<file path="src/rtl/instr_fetch_pkg.sv">
// Shared definitions for the fetch stage of the 16-bit multi-cycle CPU:
// instruction width, reset PC default and the fetch FSM state codes.
package instr_fetch_pkg;

    // Width of one instruction word as delivered by memory port A.
    localparam int INSTR_W = 16;

    // Default word-address width of the PC and memory port A.
    localparam int ADDR_W_DEF = 16;

    // Default PC loaded on reset.
    localparam logic [15:0] RESET_PC_DEF = 16'h0000;

    // Fetch FSM state codes; the fourth encoding is illegal and recovers to ISSUE.
    typedef enum logic [1:0] {
        FS_ISSUE = 2'b00,  // ready to issue a read on port A
        FS_WAIT  = 2'b01,  // read in flight, data arrives this cycle
        FS_HOLD  = 2'b10   // instruction register holds a live instruction
    } fetch_state_e;

    // Next sequential word address, wrapping modulo 2^16.
    function automatic logic [15:0] pc_next16(input logic [15:0] pc);
        return pc + 16'd1;
    endfunction

endpackage

</file>
<file path="src/rtl/instr_fetch.sv">
// Instruction fetch stage: owns the PC, reads instruction words over memory
// port A (1-cycle synchronous RAM), latches them into the instruction register
// and offers them to decode through a valid/ready handshake. Branch/jump
// redirects and port A arbitration (mem_busy) are handled here.
//
// Handshake: an instruction transfers on a rising edge where
// instr_valid==1 and instr_ready==1. While instr_valid==1 and instr_ready==0,
// instr and instr_pc are held stable. br_taken discards any live or in-flight
// instruction regardless of instr_ready.
module instr_fetch
    import instr_fetch_pkg::*;
#(
    parameter int                ADDR_W   = ADDR_W_DEF,
    parameter logic [ADDR_W-1:0] RESET_PC = '0
) (
    input  logic               clk,
    input  logic               reset,        // synchronous, active low
    output logic [ADDR_W-1:0]  mem_addr,
    output logic               fetch_req,
    input  logic               mem_busy,
    input  logic [INSTR_W-1:0] mem_rdata,
    output logic [INSTR_W-1:0] instr,
    output logic [ADDR_W-1:0]  instr_pc,
    output logic               instr_valid,
    input  logic               instr_ready,
    input  logic               br_taken,
    input  logic [ADDR_W-1:0]  br_target,
    output logic [1:0]         dbg_state     // current fetch FSM state code
);

    localparam logic [ADDR_W-1:0] PC_ONE = {{(ADDR_W-1){1'b0}}, 1'b1};

    fetch_state_e       state_q, state_d;
    logic [ADDR_W-1:0]  pc_q, pc_d;
    logic [ADDR_W-1:0]  instr_pc_q, instr_pc_d;
    logic [INSTR_W-1:0] instr_q, instr_d;
    logic               valid_q, valid_d;
    logic               fetch_req_c;

    // Next-state, next-register values and fetch request; redirect has top priority.
    always_comb begin
        state_d     = state_q;
        pc_d        = pc_q;
        instr_pc_d  = instr_pc_q;
        instr_d     = instr_q;
        valid_d     = valid_q;
        fetch_req_c = 1'b0;

        if (br_taken) begin
            // Any in-flight read is dropped: the WAIT capture is skipped.
            state_d = FS_ISSUE;
            pc_d    = br_target;
            valid_d = 1'b0;
        end else begin
            unique case (state_q)
                FS_ISSUE: begin
                    if (!mem_busy) begin
                        fetch_req_c = 1'b1;
                        state_d     = FS_WAIT;
                    end
                end
                FS_WAIT: begin
                    // The RAM already holds the address, so mem_busy is ignored here.
                    instr_d    = mem_rdata;
                    instr_pc_d = pc_q;
                    valid_d    = 1'b1;
                    pc_d       = pc_q + PC_ONE;
                    state_d    = FS_HOLD;
                end
                FS_HOLD: begin
                    if (instr_ready) begin
                        valid_d = 1'b0;
                        if (!mem_busy) begin
                            // Back-to-back fetch while handing the instruction over.
                            fetch_req_c = 1'b1;
                            state_d     = FS_WAIT;
                        end else begin
                            state_d = FS_ISSUE;
                        end
                    end
                end
                default: begin
                    state_d = FS_ISSUE;
                    valid_d = 1'b0;
                end
            endcase
        end
    end

    // State, PC and instruction register update with synchronous active-low reset.
    always_ff @(posedge clk) begin
        if (!reset) begin
            state_q    <= FS_ISSUE;
            pc_q       <= RESET_PC;
            instr_pc_q <= RESET_PC;
            instr_q    <= '0;
            valid_q    <= 1'b0;
        end else begin
            state_q    <= state_d;
            pc_q       <= pc_d;
            instr_pc_q <= instr_pc_d;
            instr_q    <= instr_d;
            valid_q    <= valid_d;
        end
    end

    assign mem_addr    = pc_q;
    assign fetch_req   = fetch_req_c;
    assign instr       = instr_q;
    assign instr_pc    = instr_pc_q;
    assign instr_valid = valid_q;
    assign dbg_state   = state_q;

endmodule
</file>
<file path="config.mk">
export PLATFORM = sky130hd
export DESIGN_NAME = instr_fetch
export DESIGN_NICKNAME = d
export VERILOG_FILES = /design/src/rtl/instr_fetch_pkg.sv /design/src/rtl/instr_fetch.sv
export SDC_FILE = /design/constraint.sdc
export NUM_CORES = 1
export LEC_CHECK = 0
export CORE_MARGIN = 1
export CORE_UTILIZATION = 56
export CTS_CLUSTER_SIZE = 20
export DETAILED_ROUTE_END_ITERATION = 8
export DONT_BUFFER_PORTS = 1
export PLACE_DENSITY = 0.79
export SLEW_MARGIN = 20
export SYNTH_ARGS = -nofsm -noshare
export SYNTH_HDL_FRONTEND = slang
export SYNTH_SLANG_ARGS = --single-unit
export TNS_END_PERCENT = 30
</file>
<file path="constraint.sdc">
create_clock -name clk -period 2.25 [get_ports clk]
set_input_delay 0.45 -clock clk [delete_from_list [all_inputs] [get_ports clk]]
set_output_delay 0.45 -clock clk [all_outputs]
set_load 0.02 [all_outputs]
</file>
==> metrics.txt <==
Max Slew Vio Count 0; Slew HR 0.686; Internal ~1.2 mW; Fillers approximately 320; Buf/Inv on CP 1; worst endpoint required time 1.80 ns; Worst Tran Pin Value around 0.47 ns; All-Layer GR Usage 0.231; Yosys top cell area share 0.465; iteration count of the initial detailed-routing pass 4; hpwl dp 3140 um; DR vias approximately 1700; hold depth 2; Sw Ratio 0.262; Hold Crit Class input port to flip-flop; Worst Hold Slack around 0.27 ns; RePlAce Congestion a little over 0.8; row cnt 22; clock slew at reported path FFs 0.09 ns; r2r setup slk ~0.5 ns; CP arrival approximately 1.3 ns; Net count, final between 200 and 300; Adder-Cell Fraction of Synth Area 0.00570; sequential power share 0.603; met1 global-route usage 0.292; EDFF count, synth 0; xor/xnor share of the synthesized area 0.0479; Setup crit start kind flip-flop; Mapped Avg Cell Area between 8 and 9 um2; fmax roughly 0.56 GHz; Sequential Area between 1000 and 1500 um2; synth unique cells 37; Area growth, synth to finish 7.70%; Die Span Y approximately 65 um; Multi-input gate area between 1000 and 1500 um2; residual overflow from global routing 0; Top Family by Delay on Critical Path flip-flops; clock sink total between 50 and 60; diodes inserted 0; Final Cycle Share 0.790; gr busiest metal met2; via/cell ratio 5.62; clk_skew 0.00232 ns; cts hold-fix bufs 0; Slowest-stage cell, CP dfxtp_1; Reg2Reg Depth 5; Die X between 60 and 70 um; DR DRC count 0; mux cell area share after synthesis 0.00456; worst hold start mem_rdata[11]; Max-cap violations 0; post-synthesis simple-gate area fraction 0.232; PD cells 695 nW/um2; initial antenna violation count 0; Crit Reg-Reg Startpoint dbg_state[0]; largest net degree at the start of global routing 52; Gate power share 0.084; number of global-route vias before repair 1580; switching power 430 uW; Cell Area, Synth around 2200 um2; largest family of logic cells by synthesized area simple AND/OR/NAND/NOR gates; post-CTS setup buffer count 0; Final ANT Viol Nets 0; most common cell in the netlist nand2_1; Routed WL 4570 um; post-CTS sizing 0; layout cells sized above 1 0.0973; Max stage delay on crit path approximately 0.47 ns; CTS Buf Count 5; Post-synth top cells nand2_1, dfxtp_1, a21boi_1; unrepaired setup endpoints after global routing no; Crit Path Category flip-flop to output port; leading area contributor after synthesis dfxtp_1; worst skew pair latency approximately 0.30 ns; Initial Util 0.590; global-route track usage on met2 0.357; Synth area leaders dfxtp_1, nand2_1, a21boi_1; Clock power frac 0.313; first-pass GRT wire length ~7500 um; syn nets 291; Routed wire per std cell about 15 um; VDD IR max 0.000435 V; Setup Viol. Count Final 0; Hold Path End instr[11]; ys flop type dfxtp_1; htree depth 2; Syn Inst Count ~250; clock buffer depth 2; worst path cell trace nor4_1, buf_4; final hold vios 0; die area 4170 um2; register bit total from synthesis just over 50; Async SR Flop Fraction 0; M3 GR Usage 0.0968; Ys Warns 0; sequential area share after synthesis 0.465; CP Max Fanout 9; status finished, final reports clean; Root Driver clkbuf_8; Static Leakage ~0.84 nW; Crit. End Element output port; Core Area 3720 um2; reg2reg end instr_pc[6]; 1st-iter DRT viols 102; crit path time final about 1.8 ns; CTS tree done; IO Port Bufs 0; Fin Setup TNS 0 ns; Compound-Gate Fraction of Synth Area 0.202; I/O pin count just under 90
[metrics by stage]
step                      area, um2  power [mW]  instances  worst slack, ns   util
after floorplan                2190        1.12        253            0.567      -
after global placement         2280        1.15        297            0.578  0.613
after detailed placement       2280        1.15        297            0.524  0.613
after CTS                      2360        1.65        305            0.455  0.636
after global routing           2360        1.72        305            0.304  0.636
final                          2360        1.64        305            0.472  0.636
[worst max-delay path by stage]
| stage | startpoint | to | slack [ns] | depth (start not counted) |
|---|---|---|---|---|
| after floorplan | dbg_state[0] | fetch_req | 0.57 | 1 |
| after global placement | dbg_state[0] | instr_pc[6] | 0.58 | 5 |
| after detailed placement | dbg_state[0] | instr_pc[6] | 0.52 | 5 |
| after CTS | dbg_state[0] | fetch_req | 0.45 | 2 |
| after global routing | dbg_state[0] | instr_pc[6] | 0.30 | 5 |
| final | dbg_state[0] | fetch_req | 0.47 | 2 |
[flip-flops by register name, indices dropped and copies added, names as in the netlist]
name / count
dbg_state: 2
instr: 16
instr_pc: 16
instr_valid: 1
mem_addr: 16
[per-layer routing]
layer	share of wire	wire (um)
met5	0	0
met4	0.0096	44
met1	0.45	2050
met2	0.45	2050
met3	0.093	426
[cell families after synthesis]
group | Yosys count
buffers and inverters | 20
and+or+nand+nor | 104
adders and majority gates | 1
xor gates and xnor gates | 12
muxes | 1
AOI/OAI and AO/OA | 64
DFF | 51
[cell usage in the layout, fill, tap and decap left out, types with 2 or more instances in the layout]
cell	n
nor2b_1	3
nand4_1	3
a21boi_0	2
nor3_1	5
and2_1	2
xnor2_1	10
inv_1	4
dfxtp_1	51
o211a_1	4
a21oi_1	10
nand3_1	3
clkbuf_8	5
xor2_1	2
nor2_1	2
buf_4	11
nand2b_1	2
a21boi_1	30
nor4_2	2
nor4_1	4
o311a_1	2
nand2_1	71
o21ai_0	12
[final cells by class]
cell class	count	area share
clock buffer	6	0.0307
clock inverter	2	0.00530
inverter	4	0.00636
multi-input combinational	182	0.457
sequential	51	0.432
tap	48	0.0254
timing repair buffer	12	0.0434
[power by group through the flow]
stage | logic [mW] | registers (mW) | clock network, mW
6_report | 0.138 | 0.990 | 0.514
4_1_cts | 0.138 | 0.990 | 0.523
5_1_grt | 0.151 | 0.996 | 0.571
2_1_floorplan | 0.0898 | 1.03 | 0
3_3_place_gp | 0.136 | 1.01 | 0
3_5_place_dp | 0.138 | 1.01 | 0
Note: power is estimated with default switching activity, not from simulation.
